--- src/rtl/multicycle_sequencer_pkg.sv ---
// multicycle_sequencer_pkg: opcodes, funct3 codes and FSM states shared by the sequencer
package multicycle_sequencer_pkg;
  localparam logic [6:0] OP_R      = 7'b0110011;
  localparam logic [6:0] OP_I      = 7'b0010011;
  localparam logic [6:0] OP_LOAD   = 7'b0000011;
  localparam logic [6:0] OP_STORE  = 7'b0100011;
  localparam logic [6:0] OP_BRANCH = 7'b1100011;
  localparam logic [2:0] F3_BEQ    = 3'b000;
  localparam logic [2:0] F3_BNE    = 3'b001;
  localparam logic [31:0] NOP      = 32'h0000_0013;
  typedef enum logic [2:0] {FETCH, DECODE, EXECUTE, MEM, WB, FAULT} state_t;
endpackage

--- src/rtl/multicycle_sequencer_seq_wait_timer.sv ---
// seq_wait_timer: counts memory wait cycles and flags when the timeout is reached
module seq_wait_timer #(
  parameter int MEM_TIMEOUT = 15
) (
  input  logic clock,
  input  logic reset,
  input  logic clr,
  input  logic en,
  output logic expired
);
  localparam int W = MEM_TIMEOUT > 0 ? $clog2(MEM_TIMEOUT + 1) : 1;
  logic [W-1:0] count;
  // saturating wait counter; a zero timeout never expires
  always_ff @(posedge clock or negedge reset)
    if (!reset) count <= '0;
    else if (clr) count <= '0;
    else if (en && !expired) count <= count + 1'b1;
  assign expired = (MEM_TIMEOUT != 0) && (count == W'(MEM_TIMEOUT));
endmodule

--- src/rtl/multicycle_sequencer.sv ---
// multicycle_sequencer: RV32 multicycle control with a shared handshaked memory port
module multicycle_sequencer
  import multicycle_sequencer_pkg::*;
#(
  parameter int XLEN = 32,
  parameter logic [XLEN-1:0] PC_RESET = '0,
  parameter int MEM_TIMEOUT = 15,
  parameter int CNT_W = 32
) (
  input  logic             clock,
  input  logic             reset,
  output logic             mem_req,
  output logic             mem_we,
  output logic [XLEN-1:0]  mem_addr,
  output logic [XLEN-1:0]  mem_wdata,
  input  logic [XLEN-1:0]  mem_rdata,
  input  logic             mem_ack,
  input  logic [XLEN-1:0]  alu_result,
  input  logic             alu_zero,
  input  logic [XLEN-1:0]  rs2_data,
  output logic [31:0]      instr,
  output logic [XLEN-1:0]  pc,
  output logic             reg_we,
  output logic [XLEN-1:0]  wb_data,
  output logic             fault,
  output logic [CNT_W-1:0] retired
);
  state_t state, next_state;
  logic [XLEN-1:0] alu_out, mdr, b_imm, target;
  logic is_r, is_i, is_load, is_store, is_branch, legal, taken, ack, expired, retire;
  assign is_r      = instr[6:0] == OP_R;
  assign is_i      = instr[6:0] == OP_I;
  assign is_load   = instr[6:0] == OP_LOAD;
  assign is_store  = instr[6:0] == OP_STORE;
  assign is_branch = instr[6:0] == OP_BRANCH;
  assign legal     = is_r || is_i || is_load || is_store ||
                     (is_branch && (instr[14:12] == F3_BEQ || instr[14:12] == F3_BNE));
  assign taken     = alu_zero ^ instr[12];
  assign b_imm     = {{(XLEN-12){instr[31]}}, instr[7], instr[30:25], instr[11:8], 1'b0};
  assign target    = pc + b_imm;
  assign ack       = mem_ack && mem_req;
  // every transition back into FETCH completes an instruction
  assign retire    = next_state == FETCH && state != FETCH;
  seq_wait_timer #(.MEM_TIMEOUT(MEM_TIMEOUT)) u_timer (
    .clock   (clock),
    .reset   (reset),
    .clr     (state != next_state || ack),
    .en      (mem_req),
    .expired (expired)
  );
  // state register
  always_ff @(posedge clock or negedge reset)
    if (!reset) state <= FETCH;
    else state <= next_state;
  // next-state logic; an ack on the expiry cycle still wins
  always_comb begin
    next_state = state;
    case (state)
      FETCH:   next_state = ack ? DECODE : expired ? FAULT : FETCH;
      DECODE:  next_state = legal ? EXECUTE : FAULT;
      EXECUTE: next_state = is_branch ? ((taken && target[1]) ? FAULT : FETCH)
                                      : (is_load || is_store) ? MEM : WB;
      MEM:     next_state = alu_out[1:0] != 2'b00 ? FAULT
                          : ack ? (is_store ? FETCH : WB)
                          : expired ? FAULT : MEM;
      WB:      next_state = FETCH;
      default: next_state = FAULT;
    endcase
  end
  // Moore outputs; the reset pin gates the request so it drops asynchronously
  always_comb begin
    mem_req   = reset && (state == FETCH || (state == MEM && alu_out[1:0] == 2'b00));
    mem_we    = mem_req && state == MEM && is_store;
    mem_addr  = mem_req ? (state == MEM ? alu_out : pc) : '0;
    mem_wdata = mem_we ? rs2_data : '0;
    reg_we    = state == WB;
    wb_data   = is_load ? mdr : alu_out;
    fault     = state == FAULT;
  end
  // datapath registers: PC, IR, ALU-out, MDR and retired counter
  always_ff @(posedge clock or negedge reset)
    if (!reset) begin
      pc      <= PC_RESET;
      instr   <= '0;
      alu_out <= '0;
      mdr     <= '0;
      retired <= '0;
    end else begin
      if (state == FETCH && ack) instr <= mem_rdata;
      if (state == EXECUTE) alu_out <= alu_result;
      if (state == MEM && ack && is_load) mdr <= mem_rdata;
      if (retire) begin
        pc      <= (state == EXECUTE && taken) ? target : pc + XLEN'(4);
        retired <= retired + 1'b1;
      end
    end
endmodule

--- config.mk ---
export PLATFORM = sky130hd
export DESIGN_NAME = multicycle_sequencer
export DESIGN_NICKNAME = d
export VERILOG_FILES = /design/src/rtl/multicycle_sequencer_pkg.sv /design/src/rtl/multicycle_sequencer_seq_wait_timer.sv /design/src/rtl/multicycle_sequencer.sv
export SDC_FILE = /design/constraint.sdc
export NUM_CORES = 1
export LEC_CHECK = 0
export ABC_AREA = 1
export BUFFER_PORTS_ARGS = -buffer_cell sky130_fd_sc_hd__buf_4
export CAP_MARGIN = 20
export CORE_UTILIZATION = 50
export CTS_BUF_LIST = sky130_fd_sc_hd__clkbuf_16
export DETAILED_ROUTE_END_ITERATION = 8
export PLACE_DENSITY = 0.83
export SYNTH_ARGS = -nofsm -noshare
export SYNTH_HDL_FRONTEND = slang
export SYNTH_HIERARCHICAL = 1
export SYNTH_SLANG_ARGS = --single-unit
export TNS_END_PERCENT = 10
--- constraint.sdc ---
create_clock -name clock -period 3.2 [get_ports clock]
set_input_delay 0.16 -clock clock [delete_from_list [all_inputs] [get_ports clock]]
set_output_delay 0.16 -clock clock [all_outputs]
set_load 0.05 [all_outputs]
==> summary.md <==
| Metric | Value |
|---|---|
| Outcome | `finished, final reports clean` |
| DRT antenna net count | `0` |
| Die Area | `0.0243 mm²` |
| Sum of negative setup slack | `0 ns` |
| Area Growth Syn to Fin | `29.9%` |
| First-pass GRT wire length | `67800 µm` |
| Fmax | `357 MHz` |
| Share of post-route cells with drive strength above 1 | `17.0%` |
| Avg WL per Cell | `17.4 µm` |
| Footprint of the multi-input gates | `0.00641 mm²` |
| Die height | `156 µm` |
| CTS tree | `yes` |
| Cell leakage power | `8.56 nW` |
| WP buf/inv | `3` |
| # fillers | `2013` |
| Final HPWL DP | `32100 µm` |
| GRT Util Overall | `36.2%` |
| VDD IR-drop max | `0.344 mV` |
| Register share of total power | `47.1%` |
| Clock root cell | `clkbuf_16` |
| Maximum fanout along the worst path | `33` |
| Antenna Cells | `0` |
| Ys async rst share | `100%` |
| Max incr delay on CP | `0.44 ns` |
| Placed Cells | `2423` |
| Final Max Slew Viols | `0` |
| Crit end category | `primary output` |
| Psw | `0.00107 W` |
| Internal | `0.00339 W` |
| FF+latch count, synth | `166` |
| Clock share of power | `47.8%` |
| Final min period | `2.80 ns` |
| CTS clk-pin slew, worst paths | `0.07 ns` |
| Vias | `13.5k` |
| Post-synth EDFFs | `0` |
| Routed vias/inst | `5.41` |
| Hold Fails Final Rpt | `0` |
| Cells after Synth | `1851` |
| Remaining Overflow, GRT | `0` |
| Synthesis Warnings | `6` |
| Vias in the first global route | `13.0k` |
| Pin count of the biggest net entering global routing | `74` |
| Final Total Pwr | `0.00446 W` |
| # nets final | `2310` |
| Combinational Power Share | `5.1%` |
| Switching share of power | `23.9%` |
| Yosys cell types | `38` |
| Most common cell after layout, fill and taps aside | `nand2_1` |
| Crit-path cells | `nand2_1 -> nor2_4 -> nand2_2 -> nand2_2 -> nand2_1 -> inv_1 -> nand3_1 -> buf_4 -> nor2_1 -> buf_4` |
| R2R Setup Slk | `0.49 ns` |
| Setup WS post-layout | `0.398 ns` |
| Die Width | `156 µm` |
| Synthesized area per cell | `6.40 µm²` |
| Final setup fails | `0` |
| Pre-antenna DRT Iters | `6` |
| Final hold slack | `0.00982 ns` |
| Worst Setup Path Type | `register to primary output` |
| Slew HR | `31.5%` |
| WL final | `43600 µm` |
| Crit path arrival time | `2.64 ns` |
| Post-Syn Area | `0.0119 mm²` |
| Worst slew pin tran | `1.03 ns` |
| Port Buf Inserts | `293` |
| FF+latch area | `0.00415 mm²` |
| Max Cap Viol | `0` |
| Dpl ws | `0.495 ns` |
| Final period utilization | `87.6%` |
| Most frequent cells in the layout | `nand2_1, buf_4, inv_1, nor2_1, dfrtp_1` |
| Worst hold start | `mem_rdata[0]` |
| GP Congestion | `0.972` |
| Area of the core | `0.0229 mm²` |
| Clock tree buffer depth | `2` |
| Starting Density | `51.7%` |
| CP top delay family | `simple AND/OR/NAND/NOR gates` |
| Drt drc | `0` |
| Worst min path class | `input port to register` |
| H-tree depth | `4` |
| CTS Sinks | `166` |
| Top FF cell, synth | `dfrtp_1` |
| CP required | `3.04 ns` |
| Crit Reg-Reg Startpoint | `instr[31]` |
| CTS-repair resized insts | `0` |
| Startpoint types | `register` |
| Worst setup path startpoint | `state[1]` |
| Initial antenna violation count | `0` |
| PwrDens | `289 mW/mm²` |
| CTS buffer count | `17` |
| Register area share after synthesis | `35.0%` |
| Unrepaired setup endpoints after global routing | `false` |
| CP max stage cell | `dfrtp_1` |
| 1st-iter DRT viols | `1116` |
| Top Ports | `296` |
| Post-route insts no fill | `2502` |
| Row cnt | `55` |
| Worst Skew | `0.0156 ns` |
| Clk Latency, worst-skew pair | `0.44 ns` |
==> flip-flops by register name, indices dropped and copies added, names as in the netlist <==
signal,count
alu_out,32
instr,32
mdr,32
pc,31
retired,32
state,3
u_timer/count,4
==> worst paths after layout <==
kind | end | cells past startpoint
min in group asynchronous | retired[25] | 2
max reg2reg | pc[26] | 13
min reg2reg | mdr[12] | 2
min | instr[0] | 3
max | mem_wdata[20] | 10
max in group asynchronous | mdr[21] | 3
==> repair_timing <==
action                    4_1_cts  5_1_grt
hold endpoints to repair       83        0
setup buffers                   0        0
hold buffers                   47        0
==> final cells by class <==
cell class                      instances  area share (%)
Inverter                              260            6.34
Multi-Input combinational cell       1367            41.7
Tap cell                              313            2.54
Clock inverter                         15            1.11
Sequential cell                       166            27.0
Timing Repair Buffer                  364            18.6
Clock buffer                           17            2.76
==> worst min-delay path, cell delays in order <==
cell and delay (ns):
buf_4 0.11, inv_1 0.05, o21ai_0 0.08
==> Yosys cell counts, drive strengths merged (2+ instances only) <==
cell type    n  area [µm²]
dfrtp      166        4150
nor2       174         697
buf         17         161
inv        259         972
nor4         9        56.3
o21bai       3        22.5
a21oi       84         420
nand3b       4        30.0
mux2         2        22.5
ha          33         413
xnor2       24         210
or2          3        18.8
clkbuf      42         158
xor2        43         377
nand4       31         200
nor3        32         171
nand3       74         390
and2         2        12.5
nand2      730        2750
o21ai      113         566
==> stage by stage <==
stage | cell area, µm² | utilization [%]
2_1_floorplan | 11900 | -
3_3_place_gp | 14300 | 62.5
3_5_place_dp | 14300 | 62.5
4_1_cts | 15400 | 67.2
5_1_grt | 15400 | 67.2
6_report | 15400 | 67.2
==> cell families (layout without fill, tap and decap cells) <==
logic type / Yosys count / count (layout) / synth area share (%)
AND/OR/NAND/NOR: 1060 / 1060 / 36.6
buffers and inverters: 319 / 656 / 10.9
AO/OA/AOI/OAI: 202 / 202 / 8.62
flip-flops: 166 / 166 / 35.0
XOR/XNOR: 67 / 67 / 4.95
adder cells (fa/ha/maj): 34 / 34 / 3.65
multiplexers: 2 / 2 / 0.190
other: 1 / 2 / 0.0316
==> power groups by stage <==
stage	combinational [W]	clock, W	sequential (W)
final	0.000228	0.00213	0.00210
after global routing	0.000246	0.00222	0.00210
after detailed placement	0.000177	0	0.00214
after CTS	0.000223	0.00214	0.00210
after global placement	0.000175	0	0.00214
after floorplan	0.0000245	0	0.00214
==> metal layers <==
| metal | GRT usage (%) | vias to the layer above | routed length, µm |
|---|---|---|---|
| met3 | 6.61 | 132 | 4230 |
| met5 | 0 | - | 0 |
| met2 | 60.3 | 780 | 20300 |
| li1 | - | 6380 | - |
| met1 | 44.7 | 6237 | 17100 |
| met4 | 18.5 | 0 | 2020 |
No activity file was read; power rests on OpenSTA's default activity.
